`config.mk`:
```
export PLATFORM = sky130hd
export DESIGN_NAME = fp_compare_pipe
export DESIGN_NICKNAME = d
export VERILOG_FILES = /design/src/rtl/fp_compare_pipe.sv
export SDC_FILE = /design/constraint.sdc
export NUM_CORES = 1
export LEC_CHECK = 0
export CORE_ASPECT_RATIO = 1.5
export CORE_MARGIN = 8
export CORE_UTILIZATION = 30
export DETAILED_ROUTE_END_ITERATION = 16
export PLACE_DENSITY = 0.53
export SLEW_MARGIN = 10
export SYNTH_ARGS = -nofsm -noshare
export SYNTH_HDL_FRONTEND = slang
export SYNTH_SLANG_ARGS = --single-unit
```
`constraint.sdc`:
```
create_clock -name i_clk -period 3 [get_ports i_clk]
set_clock_uncertainty 0.1 [all_clocks]
set_input_delay 0.3 -clock i_clk [delete_from_list [all_inputs] [get_ports i_clk]]
set_output_delay 0.3 -clock i_clk [all_outputs]
set_load 0.005 [all_outputs]
```
`src/rtl/fp_compare_pipe.sv`:
```
// Two-stage pipelined FP compare / min-max / classify unit with valid-ready on both sides.
// S1 registers operands plus field decode and magnitude compare; S2 registers the selected result.
module fp_compare_pipe #(
   parameter  int unsigned EXP_W  = 8,
   parameter  int unsigned MANT_W = 23,
   parameter  int unsigned TAG_W  = 5,
   localparam int unsigned FLEN   = 1 + EXP_W + MANT_W
) (
   input  logic             i_clk,
   input  logic             i_rst,
   input  logic             i_valid,
   output logic             o_ready,
   input  logic [FLEN-1:0]  i_operand_a,
   input  logic [FLEN-1:0]  i_operand_b,
   input  logic [2:0]       i_op,
   input  logic [TAG_W-1:0] i_tag,
   output logic             o_valid,
   input  logic             i_ready,
   output logic [FLEN-1:0]  o_result,
   output logic             o_is_int,
   output logic [TAG_W-1:0] o_tag,
   output logic [4:0]       o_flags
);

   localparam logic [2:0] OpFeq   = 3'd0;
   localparam logic [2:0] OpFlt   = 3'd1;
   localparam logic [2:0] OpFle   = 3'd2;
   localparam logic [2:0] OpFmin  = 3'd3;
   localparam logic [2:0] OpFmax  = 3'd4;
   localparam logic [2:0] OpFclass = 3'd5;

   localparam logic [FLEN-1:0] CanonNan = {1'b0, {EXP_W{1'b1}}, 1'b1, {(MANT_W-1){1'b0}}};

   typedef struct packed {
      logic [FLEN-1:0]  a;
      logic [FLEN-1:0]  b;
      logic [2:0]       op;
      logic [TAG_W-1:0] tag;
      logic             a_nan;
      logic             a_snan;
      logic             a_zero;
      logic             a_inf;
      logic             a_sub;
      logic             b_nan;
      logic             b_snan;
      logic             b_zero;
      logic             mag_lt;
      logic             mag_eq;
   } s1_t;

   typedef struct packed {
      logic [FLEN-1:0]  result;
      logic [4:0]       flags;
      logic             is_int;
      logic [TAG_W-1:0] tag;
   } s2_t;

   logic s1_valid_d, s1_valid_q;
   logic s2_valid_d, s2_valid_q;
   s1_t  s1_d, s1_q;
   s2_t  s2_d, s2_q;
   logic s1_load, s2_load;

   logic            sign_a, sign_b;
   logic            both_zero, any_nan, any_snan, a_normal;
   logic            lt, eq, a_is_min;
   logic [FLEN-1:0] min_val, max_val;
   logic [9:0]      class_mask;
   logic [FLEN-1:0] res;
   logic            nv;
   logic            is_int;

   function automatic logic exp_max(input logic [FLEN-1:0] x);
      return &x[FLEN-2:MANT_W];
   endfunction

   function automatic logic exp_zero(input logic [FLEN-1:0] x);
      return ~|x[FLEN-2:MANT_W];
   endfunction

   function automatic logic man_zero(input logic [FLEN-1:0] x);
      return ~|x[MANT_W-1:0];
   endfunction

   // o_ready depends combinationally on i_ready through s2_load.
   always_comb begin
      s2_load = !s2_valid_q || i_ready;
      s1_load = !s1_valid_q || s2_load;
   end

   assign o_ready = s1_load;

   always_comb begin
      s1_valid_d = s1_valid_q;
      s1_d       = s1_q;
      if (s1_load) begin
         s1_valid_d = i_valid;
         if (i_valid) begin
            s1_d.a      = i_operand_a;
            s1_d.b      = i_operand_b;
            s1_d.op     = i_op;
            s1_d.tag    = i_tag;
            s1_d.a_nan  = exp_max(i_operand_a) & ~man_zero(i_operand_a);
            s1_d.a_snan = s1_d.a_nan & ~i_operand_a[MANT_W-1];
            s1_d.a_zero = exp_zero(i_operand_a) & man_zero(i_operand_a);
            s1_d.a_inf  = exp_max(i_operand_a) & man_zero(i_operand_a);
            s1_d.a_sub  = exp_zero(i_operand_a) & ~man_zero(i_operand_a);
            s1_d.b_nan  = exp_max(i_operand_b) & ~man_zero(i_operand_b);
            s1_d.b_snan = s1_d.b_nan & ~i_operand_b[MANT_W-1];
            s1_d.b_zero = exp_zero(i_operand_b) & man_zero(i_operand_b);
            s1_d.mag_lt = i_operand_a[FLEN-2:0] < i_operand_b[FLEN-2:0];
            s1_d.mag_eq = i_operand_a[FLEN-2:0] == i_operand_b[FLEN-2:0];
         end
      end
   end

   // Sign-aware ordering from the S1 magnitude compare.
   always_comb begin
      sign_a    = s1_q.a[FLEN-1];
      sign_b    = s1_q.b[FLEN-1];
      both_zero = s1_q.a_zero & s1_q.b_zero;
      any_nan   = s1_q.a_nan | s1_q.b_nan;
      any_snan  = s1_q.a_snan | s1_q.b_snan;
      a_normal  = ~(s1_q.a_nan | s1_q.a_inf | s1_q.a_zero | s1_q.a_sub);
      if (both_zero) begin
         lt = 1'b0;
         eq = 1'b1;
      end else if (sign_a != sign_b) begin
         lt = sign_a;
         eq = 1'b0;
      end else if (sign_a) begin
         lt = !s1_q.mag_lt && !s1_q.mag_eq;
         eq = s1_q.mag_eq;
      end else begin
         lt = s1_q.mag_lt;
         eq = s1_q.mag_eq;
      end
      // Zeros of opposite sign compare equal, yet min must pick -0 and max +0.
      a_is_min = both_zero ? sign_a : lt;
      min_val  = a_is_min ? s1_q.a : s1_q.b;
      max_val  = a_is_min ? s1_q.b : s1_q.a;
   end

   always_comb begin
      class_mask    = '0;
      class_mask[0] = s1_q.a_inf & sign_a;
      class_mask[1] = a_normal & sign_a;
      class_mask[2] = s1_q.a_sub & sign_a;
      class_mask[3] = s1_q.a_zero & sign_a;
      class_mask[4] = s1_q.a_zero & ~sign_a;
      class_mask[5] = s1_q.a_sub & ~sign_a;
      class_mask[6] = a_normal & ~sign_a;
      class_mask[7] = s1_q.a_inf & ~sign_a;
      class_mask[8] = s1_q.a_snan;
      class_mask[9] = s1_q.a_nan & ~s1_q.a_snan;
   end

   always_comb begin
      res    = '0;
      nv     = 1'b0;
      is_int = 1'b0;
      unique case (s1_q.op)
         OpFeq: begin
            is_int = 1'b1;
            res[0] = eq & ~any_nan;
            nv     = any_snan;
         end
         OpFlt: begin
            is_int = 1'b1;
            res[0] = lt & ~any_nan;
            nv     = any_nan;
         end
         OpFle: begin
            is_int = 1'b1;
            res[0] = (lt | eq) & ~any_nan;
            nv     = any_nan;
         end
         OpFmin, OpFmax: begin
            nv = any_snan;
            if (s1_q.a_nan && s1_q.b_nan) begin
               res = CanonNan;
            end else if (s1_q.a_nan) begin
               res = s1_q.b;
            end else if (s1_q.b_nan) begin
               res = s1_q.a;
            end else begin
               res = (s1_q.op == OpFmin) ? min_val : max_val;
            end
         end
         OpFclass: begin
            is_int = 1'b1;
            res    = FLEN'(class_mask);
         end
         default: begin
            res    = '0;
            is_int = 1'b0;
         end
      endcase
   end

   always_comb begin
      s2_valid_d = s2_valid_q;
      s2_d       = s2_q;
      if (s2_load) begin
         s2_valid_d = s1_valid_q;
         if (s1_valid_q) begin
            s2_d.result = res;
            s2_d.flags  = {nv, 4'b0000};
            s2_d.is_int = is_int;
            s2_d.tag    = s1_q.tag;
         end
      end
   end

   always_ff @(posedge i_clk) begin
      if (i_rst) begin
         s1_valid_q <= 1'b0;
         s2_valid_q <= 1'b0;
         s1_q       <= '0;
         s2_q       <= '0;
      end else begin
         s1_valid_q <= s1_valid_d;
         s2_valid_q <= s2_valid_d;
         s1_q       <= s1_d;
         s2_q       <= s2_d;
      end
   end

   assign o_valid  = s2_valid_q;
   assign o_result = s2_q.result;
   assign o_flags  = s2_q.flags;
   assign o_is_int = s2_q.is_int;
   assign o_tag    = s2_q.tag;

endmodule

```
==> summary.md <==
| Metric | Value |
|---|---|
| Grt total ovfl | 0 |
| Final Util | roughly two fifths |
| Post-CTS sizing | 0 |
| Via count | about 5500 |
| TritonCTS Buffers | 17 |
| Deepest clock path buffer count | 2 |
| Total negative slack | 0 ps |
| Largest net degree at the start of global routing | a little over 100 |
| Pleak | 3.11 nW |
| Max-cap violations | 0 |
| Syn Area/Cell | roughly 7.8 um2 |
| Final Setup Violations | 0 |
| # IOs | approximately 120 |
| Hold_ws | between 300 and 400 ps |
| Most common cell after layout, fill and taps aside | nand2_1 |
| Post-synth cell types | 55 |
| Worst Setup Start Kind | register |
| Net Sw Power | 1.08 mW |
| Routability cong. | ~0.82 |
| First-pass GRT wire length | 30400 um |
| Post-layout min period | between 2000 and 3000 ps |
| Max Clock Freq | between 300 and 400 MHz |
| Sequential cell area | about 2500 um2 |
| Post-CTS Setup Inserts | 0 |
| Seq cells post-synth | 123 |
| Outcome | finished, final reports clean |
| Post-route ant nets | 0 |
| Final Cycle Share | 84.0% |
| Vias/cell | between 4 and 5 |
| Synth Instances | about 750 |
| Clock group share of total power | between 50% and 60% |
| Antenna Cells | 0 |
| Internal power | roughly 3.7 mW |
| Post-synth top flop | dfxtp_1 |
| Clock slew at reported path FFs | ~60 ps |
| Final Hold Fails | 0 |
| Sequential share of the synthesized area | 41.8% |
| Slew HR | between 40% and 50% |
| Yosys warnings | 0 |
| Clock sinks | approximately 120 |
| Syn Std Cell Area | just under 6000 um2 |
| Async SR Flop Fraction | 0% |
| Port-buffer cells | around 120 |
| PnR Total Power | between 4 and 5 mW |
| Combinational group share of total power | about a tenth |
| Routed WL | between 15000 and 20000 um |
| Die width | approximately 130 um |
| H-tree levels | 4 |
| Initial Util | around 30% |
| PD cells | a little under 600 nW/um2 |
| Combined area of the multi-input logic cells | between 3000 and 4000 um2 |
| First-pass detailed-route iteration total | 4 |
| Crit path DAT | between 2000 and 3000 ps |
| Full die area | between 20000 and 25000 um2 |
| CP Data Required Time | 3180 ps |
| Crit. End Element | register |
| Commonest cells after routing, fill and taps aside | 207 x nand2_1, 123 x dfxtp_1, 115 x clkdlybuf4s50_1 |
| Row count | between 60 and 70 |
| Pre-CTS setup slack | 51.9 ps |
| CP max FO | 21 |
| CTS tree | done |
| DRC Markers | 0 |
| Area Overhead vs Synth | 36.0% |
| Vias in the first global route | roughly 5800 |
| Wire per inst | 16.7 um |
| RSZ-0062 raised after global routing | false |
| Drt initial violations | slightly below 300 |
| Tot GR Track Use | roughly 16% |
| Layout cells sized above 1 | roughly 6.4% |
| Worst VDD drop | around 420 uV |
| Slew Viols, Final | 0 |
| Worst slew pin tran | 861 ps |
| Post-route setup slack | 481 ps |
| Net Sw Frac | 22.7% |
| Crit path kind | reg -> reg |
| Post-synth EDFFs | 0 |
| Chip height | between 150 and 200 um |
| Antenna violations before repair | 0 |
| Hold Path Class | reg -> reg |
| Clock Latency Late Sink | approximately 410 ps |
| # nets final | between 900 and 1000 |
| CORE AREA | 19500 um2 |
| Flop pwr share | ~37% |
| Clock root buffer | clkbuf_16 |
| Post-DP HPWL | roughly 14000 um |
| Fill count | between 2000 and 2500 |
==> synthesized netlist by cell type, drive strengths merged (8+ instances only) <==
library cell	number	area share (%)
a21oi	104	8.8
a221o	10	1.7
buf	12	1.8
clkbuf	39	2.5
dfxtp	123	42
ha	33	7.0
inv	36	2.3
mux2i	14	2.4
nand2	208	13
nand3	10	0.85
nand4	13	1.4
nor2	29	2.0
nor3	9	0.76
nor4	16	1.7
o21a	8	1.0
o21ai	25	2.3
o22ai	9	0.96
==> power by group through the flow <==
stage               clock [mW]  combinational, mW  sequential (mW)
finish                    2.52              0.511             1.74
global route              2.65              0.571             1.75
CTS                       2.58              0.518             1.74
detailed placement           0              0.515             1.77
global placement             0              0.512             1.77
floorplan                    0              0.289             1.76
==> layer usage <==
layer | global-route usage [%] | wire, um | share of wire (%) | vias to the layer above
met3 | 3.13 | 634 | 3.4 | 19
met2 | 29.0 | 10100 | 54 | 116
met1 | 17.8 | 7710 | 41 | 2571
li1 | - | - | - | 2788
met4 | 6.74 | 350 | 1.9 | 0
met5 | 0 | 0 | 0 | -
==> layout make-up <==
class,count,area share (%)
Tap cell,260,4.06
Timing Repair Buffer,129,16.2
Inverter,36,1.69
Sequential cell,123,30.7
Clock inverter,14,3.61
Clock buffer,18,5.48
Multi-Input combinational cell,545,38.3
==> metrics by stage <==
step | area (um2) | instances
3_3_place_gp | 7270 | 1092
3_5_place_dp | 7270 | 1092
6_report | 8010 | 1125
4_1_cts | 8010 | 1125
5_1_grt | 8010 | 1125
2_1_floorplan | 5900 | 755
==> state kept, by name (all words and copies together) (netlist names) <==
register    count
o_result       32
o_valid         1
o_flags         1
s1_q           81
o_tag           5
o_is_int        1
class_mask      1
s1_valid_q      1
==> critical path: stages (launching register included) <==
cell	delay [ps]
dfxtp_1	370
inv_1	60
ha_1	340
nor3b_1	280
a21oi_1	130
a211o_4	380
o21ai_4	220
buf_12	230
mux2i_1	200
o21ai_1	70
==> repair_timing <==
item	in CTS	in global routing
endpoints found under the setup margin	0	0
hold buffers	1	0
hold endpoints to repair	1	0
==> kinds of logic (layout without fill, tap and decap cells) <==
logic type      Yosys count  after routing  synth area share, %
compound gates          185            185                 19.3
mux                      14             14                 2.38
other cells               1              4               0.0636
xor+xnor                  1              1                0.149
buf+inv                  87            197                 6.62
fa+ha+maj                33             33                 7.01
flops                   123            123                 41.8
simple gates            308            308                 22.7
==> worst paths after layout <==
check                                 start                         to  slack [ps]  cells after the start
setup / recovery      s1_q[49]$_SDFFE_PP0P_  o_result[20]$_SDFFE_PP0P_         480                      9
hold / removal    o_result[29]$_SDFFE_PP0P_  o_result[29]$_SDFFE_PP0P_         340                      2
setup reg to reg      s1_q[49]$_SDFFE_PP0P_  o_result[20]$_SDFFE_PP0P_         480                      9
hold reg to reg   o_result[29]$_SDFFE_PP0P_  o_result[29]$_SDFFE_PP0P_         340                      2
Power figures use the tool's default switching activity.
